==> src/rtl/uart_rx_fifo.sv <==
// Oversampling UART receiver. Each bit is decided by a 3-sample majority vote
// around mid-bit. Received characters land, with their error flags, in a
// first-word-fall-through FIFO. The block also reports overflow and line silence.
//
// Read handshake: rdValid is high whenever the FIFO holds an entry. rdData and
// rdFlags show that head entry combinationally. The head is popped on any clk
// edge where rdValid && rdReady. rdReady while rdValid is low has no effect.
module uart_rx_fifo #(
  parameter int DIV_WIDTH   = 24,
  parameter int OVERSAMPLE  = 16,
  parameter int FIFO_DEPTH  = 16,
  parameter int SYNC_STAGES = 2,
  parameter int IDLE_CHARS  = 3
) (
  input  logic                          clk,
  input  logic                          rst,
  input  logic                          rx,
  input  logic [1:0]                    dataBits,
  input  logic                          hasParity,
  input  logic [1:0]                    parityMode,
  input  logic                          extraStopBit,
  input  logic [DIV_WIDTH-1:0]          clockDivisor,
  output logic [8:0]                    rdData,
  output logic [2:0]                    rdFlags,
  output logic                          rdValid,
  input  logic                          rdReady,
  output logic [$clog2(FIFO_DEPTH):0]   level,
  output logic                          overflow,
  input  logic                          overflowClr,
  output logic                          silence,
  output logic                          rxActive,
  output logic [2:0]                    dbg_state
);

  localparam int SW    = $clog2(OVERSAMPLE);
  localparam int AW    = $clog2(FIFO_DEPTH);
  localparam int LW    = AW + 1;
  localparam int SIL_W = $clog2(IDLE_CHARS * OVERSAMPLE * 12 + 1) + 1;
  localparam logic [SW-1:0] SAMP_LAST = SW'(OVERSAMPLE - 1);
  localparam logic [SW-1:0] SAMP_V0   = SW'(OVERSAMPLE / 2 - 1);
  localparam logic [SW-1:0] SAMP_V1   = SW'(OVERSAMPLE / 2);
  localparam logic [SW-1:0] SAMP_V2   = SW'(OVERSAMPLE / 2 + 1);

  typedef enum logic [2:0] {
    S_WAIT_HIGH = 3'd0,
    S_IDLE      = 3'd1,
    S_START     = 3'd2,
    S_DATA      = 3'd3,
    S_PARITY    = 3'd4,
    S_STOP1     = 3'd5,
    S_STOP2     = 3'd6
  } state_t;

  state_t                 state_q, state_d;
  logic [SYNC_STAGES-1:0] sync_q, sync_d;
  logic [DIV_WIDTH-1:0]   div_cnt_q, div_cnt_d;
  logic [DIV_WIDTH-1:0]   div_lat_q, div_lat_d;
  logic [SW-1:0]          samp_q, samp_d;
  logic                   v0_q, v0_d, v1_q, v1_d;
  logic [2:0]             bit_cnt_q, bit_cnt_d;
  logic [7:0]             data_q, data_d;
  logic                   par_bit_q, par_bit_d;
  logic [1:0]             dbits_q, dbits_d;
  logic                   has_par_q, has_par_d;
  logic [1:0]             pmode_q, pmode_d;
  logic                   two_stop_q, two_stop_d;
  logic [10:0]            mem_q [FIFO_DEPTH];
  logic [AW-1:0]          wr_ptr_q, wr_ptr_d, rd_ptr_q, rd_ptr_d;
  logic [LW-1:0]          count_q, count_d;
  logic                   overflow_q, overflow_d;
  logic [SIL_W-1:0]       sil_cnt_q, sil_cnt_d;
  logic                   silence_q, silence_d;

  logic                   rxs, tick, vote_now, vote, push, par_err, framing, brk;
  logic [DIV_WIDTH-1:0]   div_eff;
  logic [10:0]            push_word;
  logic                   pop, full, wr_en, drop;
  logic [3:0]             char_bits;
  logic [SIL_W-1:0]       sil_limit;

  assign rxs       = sync_q[SYNC_STAGES-1];
  assign rxActive  = (state_q != S_WAIT_HIGH) && (state_q != S_IDLE);
  assign dbg_state = state_q;

  // Receive path: synchroniser, sample-tick divider, majority vote, frame FSM.
  always_comb begin
    state_d    = state_q;
    sync_d     = {sync_q[SYNC_STAGES-2:0], rx};
    div_lat_d  = div_lat_q;
    samp_d     = samp_q;
    v0_d       = v0_q;
    v1_d       = v1_q;
    bit_cnt_d  = bit_cnt_q;
    data_d     = data_q;
    par_bit_d  = par_bit_q;
    dbits_d    = dbits_q;
    has_par_d  = has_par_q;
    pmode_d    = pmode_q;
    two_stop_d = two_stop_q;
    push       = 1'b0;

    // Outside a frame the divider follows the live divisor; inside it uses the latched one.
    div_eff   = rxActive ? div_lat_q : clockDivisor;
    tick      = (div_cnt_q >= div_eff);
    div_cnt_d = tick ? '0 : div_cnt_q + DIV_WIDTH'(1);

    if (tick) begin
      samp_d = (samp_q == SAMP_LAST) ? '0 : samp_q + SW'(1);
      if (samp_q == SAMP_V0) v0_d = rxs;
      if (samp_q == SAMP_V1) v1_d = rxs;
    end
    vote_now = tick && (samp_q == SAMP_V2);
    vote     = (v0_q & v1_q) | (v0_q & rxs) | (v1_q & rxs);

    // Flags are built from the settled data/parity registers at the stop-bit vote.
    unique case (pmode_q)
      2'b00:   par_err = par_bit_q;
      2'b11:   par_err = !par_bit_q;
      2'b10:   par_err = ^{data_q, par_bit_q};
      default: par_err = !(^{data_q, par_bit_q});
    endcase
    par_err   = par_err & has_par_q;
    framing   = !vote;
    brk       = framing && (data_q == 8'd0) && !par_bit_q;
    push_word = {brk, framing, par_err, data_q};

    unique case (state_q)
      S_WAIT_HIGH: if (rxs) state_d = S_IDLE;
      S_IDLE: begin
        if (!rxs) begin
          state_d    = S_START;
          div_cnt_d  = '0;
          samp_d     = '0;
          bit_cnt_d  = '0;
          data_d     = '0;
          par_bit_d  = 1'b0;
          div_lat_d  = clockDivisor;
          dbits_d    = dataBits;
          has_par_d  = hasParity;
          pmode_d    = parityMode;
          two_stop_d = extraStopBit;
        end
      end
      S_START: if (vote_now) state_d = vote ? S_IDLE : S_DATA;
      S_DATA: begin
        if (vote_now) begin
          data_d[bit_cnt_q] = vote;
          if (bit_cnt_q == ({1'b0, dbits_q} + 3'd4)) begin
            state_d = has_par_q ? S_PARITY : S_STOP1;
          end else begin
            bit_cnt_d = bit_cnt_q + 3'd1;
          end
        end
      end
      S_PARITY: begin
        if (vote_now) begin
          par_bit_d = vote;
          state_d   = S_STOP1;
        end
      end
      S_STOP1, S_STOP2: begin
        if (vote_now) begin
          if (!vote) begin
            push    = 1'b1;
            state_d = S_WAIT_HIGH;
          end else if (state_q == S_STOP1 && two_stop_q) begin
            state_d = S_STOP2;
          end else begin
            push    = 1'b1;
            state_d = S_IDLE;
          end
        end
      end
      default: state_d = S_WAIT_HIGH;
    endcase
  end

  // FIFO bookkeeping: a push into a full FIFO only succeeds if a pop frees a slot in the same cycle.
  always_comb begin
    rdValid    = (count_q != '0);
    full       = (count_q == LW'(FIFO_DEPTH));
    pop        = rdValid && rdReady;
    wr_en      = push && (!full || pop);
    drop       = push && full && !pop;
    wr_ptr_d   = wr_en ? wr_ptr_q + AW'(1) : wr_ptr_q;
    rd_ptr_d   = pop ? rd_ptr_q + AW'(1) : rd_ptr_q;
    count_d    = count_q;
    if (wr_en && !pop) count_d = count_q + LW'(1);
    if (!wr_en && pop) count_d = count_q - LW'(1);
    overflow_d = drop ? 1'b1 : (overflowClr ? 1'b0 : overflow_q);
    rdData     = rdValid ? {1'b0, mem_q[rd_ptr_q][7:0]} : 9'd0;
    rdFlags    = rdValid ? mem_q[rd_ptr_q][10:8] : 3'd0;
    level      = count_q;
    overflow   = overflow_q;
  end

  // Silence detector: counts ticks of idle-high line against the live character length.
  always_comb begin
    char_bits = 4'd7 + {2'b00, dataBits} + {3'b000, hasParity} + {3'b000, extraStopBit};
    sil_limit = SIL_W'(IDLE_CHARS * OVERSAMPLE) * {{(SIL_W-4){1'b0}}, char_bits};
    sil_cnt_d = '0;
    silence_d = 1'b0;
    if (state_q == S_IDLE && rxs) begin
      sil_cnt_d = (tick && sil_cnt_q < sil_limit) ? sil_cnt_q + SIL_W'(1) : sil_cnt_q;
      silence_d = silence_q || (sil_cnt_q >= sil_limit);
    end
    silence = silence_q;
  end

  // State registers; reset discards any partial frame and empties the FIFO.
  always_ff @(posedge clk) begin
    if (rst) begin
      state_q    <= S_WAIT_HIGH;
      sync_q     <= '1;
      div_cnt_q  <= '0;
      div_lat_q  <= '0;
      samp_q     <= '0;
      v0_q       <= 1'b1;
      v1_q       <= 1'b1;
      bit_cnt_q  <= '0;
      data_q     <= '0;
      par_bit_q  <= 1'b0;
      dbits_q    <= '0;
      has_par_q  <= 1'b0;
      pmode_q    <= '0;
      two_stop_q <= 1'b0;
      wr_ptr_q   <= '0;
      rd_ptr_q   <= '0;
      count_q    <= '0;
      overflow_q <= 1'b0;
      sil_cnt_q  <= '0;
      silence_q  <= 1'b0;
    end else begin
      state_q    <= state_d;
      sync_q     <= sync_d;
      div_cnt_q  <= div_cnt_d;
      div_lat_q  <= div_lat_d;
      samp_q     <= samp_d;
      v0_q       <= v0_d;
      v1_q       <= v1_d;
      bit_cnt_q  <= bit_cnt_d;
      data_q     <= data_d;
      par_bit_q  <= par_bit_d;
      dbits_q    <= dbits_d;
      has_par_q  <= has_par_d;
      pmode_q    <= pmode_d;
      two_stop_q <= two_stop_d;
      wr_ptr_q   <= wr_ptr_d;
      rd_ptr_q   <= rd_ptr_d;
      count_q    <= count_d;
      overflow_q <= overflow_d;
      sil_cnt_q  <= sil_cnt_d;
      silence_q  <= silence_d;
      if (wr_en) mem_q[wr_ptr_q] <= push_word;
    end
  end

endmodule

==> config.mk <==
export PLATFORM = sky130hd
export DESIGN_NAME = uart_rx_fifo
export DESIGN_NICKNAME = d
export VERILOG_FILES = /design/src/rtl/uart_rx_fifo.sv
export SDC_FILE = /design/constraint.sdc
export NUM_CORES = 1
export LEC_CHECK = 0
export CAP_MARGIN = 20
export CORE_ASPECT_RATIO = 1.25
export CORE_UTILIZATION = 48
export DETAILED_ROUTE_END_ITERATION = 10
export PLACE_DENSITY = 0.65
export SYNTH_ARGS = -nofsm -noshare
export SYNTH_HDL_FRONTEND = slang
export SYNTH_SLANG_ARGS = --single-unit
==> constraint.sdc <==
create_clock -name clk -period 5 [get_ports clk]
set_clock_uncertainty 0.1 [all_clocks]
set_input_delay 0.5 -clock clk [delete_from_list [all_inputs] [get_ports clk]]
set_output_delay 0.5 -clock clk [all_outputs]
set_load 0.01 [all_outputs]
==> summary.md, run 1 <==
| Metric | Value |
|---|---|
| Status | complete, no violations |
| Drt first pass iters | 4 |
| Via count | roughly 8,100 |
| Mapped Nets | approximately 1,100 |
| H-tree Lvls | 1 |
| LEAKAGE | between 5 and 6 nW |
| Register area | 7430 sq um |
| Library cells used by synthesis | 68 |
| Clk pin slew, worst setup/hold paths | around 60 ps |
| Share of layout cells above drive strength 1 | between 10% and 20% |
| Sw Ratio | approximately a quarter |
| Worst EP arrival | between 4000 and 5000 ps |
| Root buffer cell | clkbuf_16 |
| Antenna violations before repair | 0 |
| Fmax | roughly 0.22 GHz |
| CP Launch Type | input port |
| Critical Path Fanout Max | 5 |
| GP Congestion | about 0.81 |
| Yosys Warn Count | 0 |
| Met1 wire length | roughly 11,000 microns |
| Full die area | roughly 28,000 sq um |
| WL/cell | about 18 microns |
| Final setup fails | 0 |
| Io pins | about 60 |
| # rows | 66 |
| Routed wl met3 | about 870 microns |
| EDFF count, synth | 176 |
| Nets | between 1,000 and 1,500 |
| Crit path kind | in2reg |
| Setup WS pre-CTS | -56.7 ps |
| Hpwl dp | about 18,000 microns |
| Clk pwr share | between 30% and 40% |
| Via-to-Cell Ratio | approximately 5.6 |
| Post-CTS Setup Bufs | 0 |
| Highest Signal Layer | met4 |
| Async set-or-reset flop fraction in the synthesized netlist | 0% |
| Final hold viol count | 0 |
| Worst hold path class | reg2reg |
| Post-route setup slack | ~460 ps |
| Die width | roughly 150 microns |
| Min Clock Period, post-route | roughly 4500 ps |
| Mapped Area | roughly 13,000 sq um |
| Vias in the first global route | between 8,000 and 9,000 |
| Pwr Density | 364 nW/um^2 |
| GR Util All Layers | ~20% |
| Number of diodes | 0 |
| Flops & latches, synth | about 280 |
| Max Slew Vio Count | 0 |
| Syn avg cell area | between 10 and 15 sq um |
| Sequential power share | about 47% |
| P_sw | between 1 and 1.5 mW |
| CTS max path bufs | 3 |
| Final Non-Filler Cells | approximately 1,400 |
| Worst hold slack | between 300 and 400 ps |
| CTS sink cnt | 283 |
| Fillcell total | between 2,000 and 2,500 |
| Grt total ovfl | 0 |
| Chip height | between 150 and 200 microns |
| Seq/Total Area, Yosys | between 50% and 60% |
| CTS tree | yes |
| Drt total wl | between 20,000 and 30,000 microns |
| Hold_buf cts | 0 |
| Slew margin rel. | 38.4% |
| Measured slew at the worst slew-check pin | ~900 ps |
| DR DRC count | 0 |
| Starting Density | between 40 and 50% |
| CP Capture Type | flop |
| Core Area | about 26,000 sq um |
| PostCTS Resize Cnt | 0 |
| CP required | 5360 ps |
| First-pass GRT wire length | roughly 43,000 microns |
| VDD IR max | about 0.24 mV |
| DRT antenna net count | 0 |
| Worst r2r path cells | 15 |
| Max-Cap Viols | 0 |
| Multi-input logic area | about 5200 sq um |
| RSZ-0062 raised after global routing | false |
| P&R area growth vs syn | 16.9% |
| Cts bufs inserted | 29 |
| Met2 WL post-DR | 14,200 microns |
| Cells after synthesis | between 1,000 and 1,500 |
| Internal | ~4.2 mW |
| Period utilization | between 90 and 100% |
| Ys flop type | edfxtp_1 |
| Tot Pwr | about 5.5 mW |
| Hold path depth | 1 |
| Port bufs | 57 |
| Starting DRT DRC Count | around 460 |
| Combinational cell fraction of total power | between 10% and 20% |
| Clock Latency Late Sink | about 540 ps |
| Largest net degree at the start of global routing | 62 |
| R2R setup slack | between 500 and 600 ps |
| Placed insts | 1,399 |
## cell usage after synthesis, drive strengths merged (3+ instances only)
| library cell | number | area [sq um] |
|---|---|---|
| nand2b | 10 | 62.6 |
| mux2 | 3 | 33.8 |
| xor2 | 19 | 166 |
| or4 | 7 | 52.6 |
| a31oi | 8 | 50.1 |
| a211oi | 3 | 22.5 |
| nor3 | 18 | 95.1 |
| dfxtp | 107 | 2140 |
| nor4b | 7 | 61.3 |
| buf | 9 | 38.8 |
| clkbuf | 42 | 158 |
| nor4 | 9 | 56.3 |
| and2 | 5 | 31.3 |
| ha | 53 | 663 |
| nand3 | 20 | 100 |
| nand4 | 17 | 128 |
| a21o | 3 | 22.5 |
| nor2b | 20 | 125 |
| o211ai | 3 | 22.5 |
| mux4 | 55 | 1240 |
| xnor2 | 25 | 219 |
| mux2i | 31 | 310 |
| nor2 | 68 | 255 |
| and3 | 9 | 56.3 |
| a2bb2o | 3 | 30.0 |
| fa | 3 | 60.1 |
| o31ai | 3 | 22.5 |
| o21a | 4 | 30.0 |
| inv | 36 | 135 |
| or3 | 8 | 50.1 |
| or2 | 5 | 31.3 |
| a21oi | 70 | 350 |
| a22o | 4 | 35.0 |
| nand2 | 98 | 368 |
| edfxtp | 176 | 5290 |
| o21ai | 20 | 100 |
## sequential cells by signal (all words and copies together), names as in the netlist, 4 cells and up, named ones only
register,flops
mem_q,176
level,5
sil_cnt_q,11
div_lat_q,24
wr_ptr_q,4
samp_q,4
data_q,8
rd_ptr_q,4
div_cnt_q,24
## power by group through the flow
| stage | combinational, mW | clock (mW) | sequential (mW) |
|---|---|---|---|
| 2_1_floorplan | 0.527 | 0 | 2.58 |
| 3_3_place_gp | 0.727 | 0 | 2.63 |
| 3_5_place_dp | 0.740 | 0 | 2.63 |
| 4_1_cts | 0.742 | 2.22 | 2.58 |
| 5_1_grt | 0.810 | 2.30 | 2.59 |
| 6_report | 0.729 | 2.17 | 2.58 |
## worst max-delay path, stage by stage
cell and delay (ps):
clkdlybuf4s50_1 490, inv_1 50, ha_1 270, inv_1 40
ha_1 190, fa_1 490, inv_1 50, ha_1 220
fa_1 490, inv_1 50, ha_1 280, o21a_1 100
o21a_1 180, o211a_1 220, or4_1 590, buf_4 180
or3_1 340, a21oi_1 160
## placed cells by master (no fill, tap or decap), types with 25 or more instances in the layout
| cell type | count |
|---|---|
| mux2i_1 | 31 |
| dfxtp_1 | 105 |
| mux4_2 | 55 |
| nor2_1 | 66 |
| clkbuf_16 | 29 |
| xnor2_1 | 25 |
| a21oi_1 | 70 |
| edfxtp_1 | 176 |
| ha_1 | 53 |
| inv_1 | 36 |
| clkdlybuf4s50_1 | 56 |
| buf_4 | 39 |
| nand2_1 | 98 |
## per-layer routing
metal / vias to the layer above / track usage [%]
met1: 4024 / 24.7
met5: - / 0
met3: 39 / 2.46
met4: 0 / 5.03
met2: 154 / 37.5
li1: 3910 / -
## area by class of cell
class / instances / share of cell area, %
repair buffers: 97 / 5.83
multi-input cells: 643 / 34.8
clock inverters: 16 / 1.39
well taps: 340 / 2.82
inverters: 36 / 0.897
clock buffers: 34 / 4.94
flip-flops and latches: 283 / 49.3
## cell families (layout without fill, tap and decap cells)
logic type / count (synthesis) / in the layout / share of synthesized area [%]
simple gates: 311 / 311 / 12.1
flops: 283 / 283 / 57.6
compound gates: 141 / 141 / 6.74
mux: 89 / 89 / 12.3
buf+inv: 87 / 183 / 2.57
fa+ha+maj: 57 / 57 / 5.69
xor+xnor: 44 / 44 / 2.99
other cells: 1 / 1 / 0.0291
## stage by stage
stage / util, % / setup TNS, ps / cell area (sq um)
finish: 57.6 / 0 / 15100
global route: 57.6 / 0 / 15100
floorplan: - / -21410 / 12900
detailed placement: 53.9 / -127 / 14100
global placement: 53.9 / 0 / 14100
CTS: 57.6 / 0 / 15100
## final timing paths
path / from / end
setup / recovery: extraStopBit / sil_cnt_q[8]$_SDFFE_PP0P_
setup reg to reg: dbg_state[2]$_SDFFE_PP0P_ / level[4]$_SDFFE_PP0P_
hold / removal: sync_q[0]$_SDFF_PP1_ / sync_q[1]$_SDFF_PP1_
hold reg to reg: sync_q[0]$_SDFF_PP1_ / sync_q[1]$_SDFF_PP1_
No activity file was read; power rests on OpenSTA's default activity.
==> run 2: changes to the inputs <==
CTS_CLUSTER_SIZE = 25   (was default)
==> results of run 2 <==
No change in the layout: final DEF, timing and power equal those of run 1.
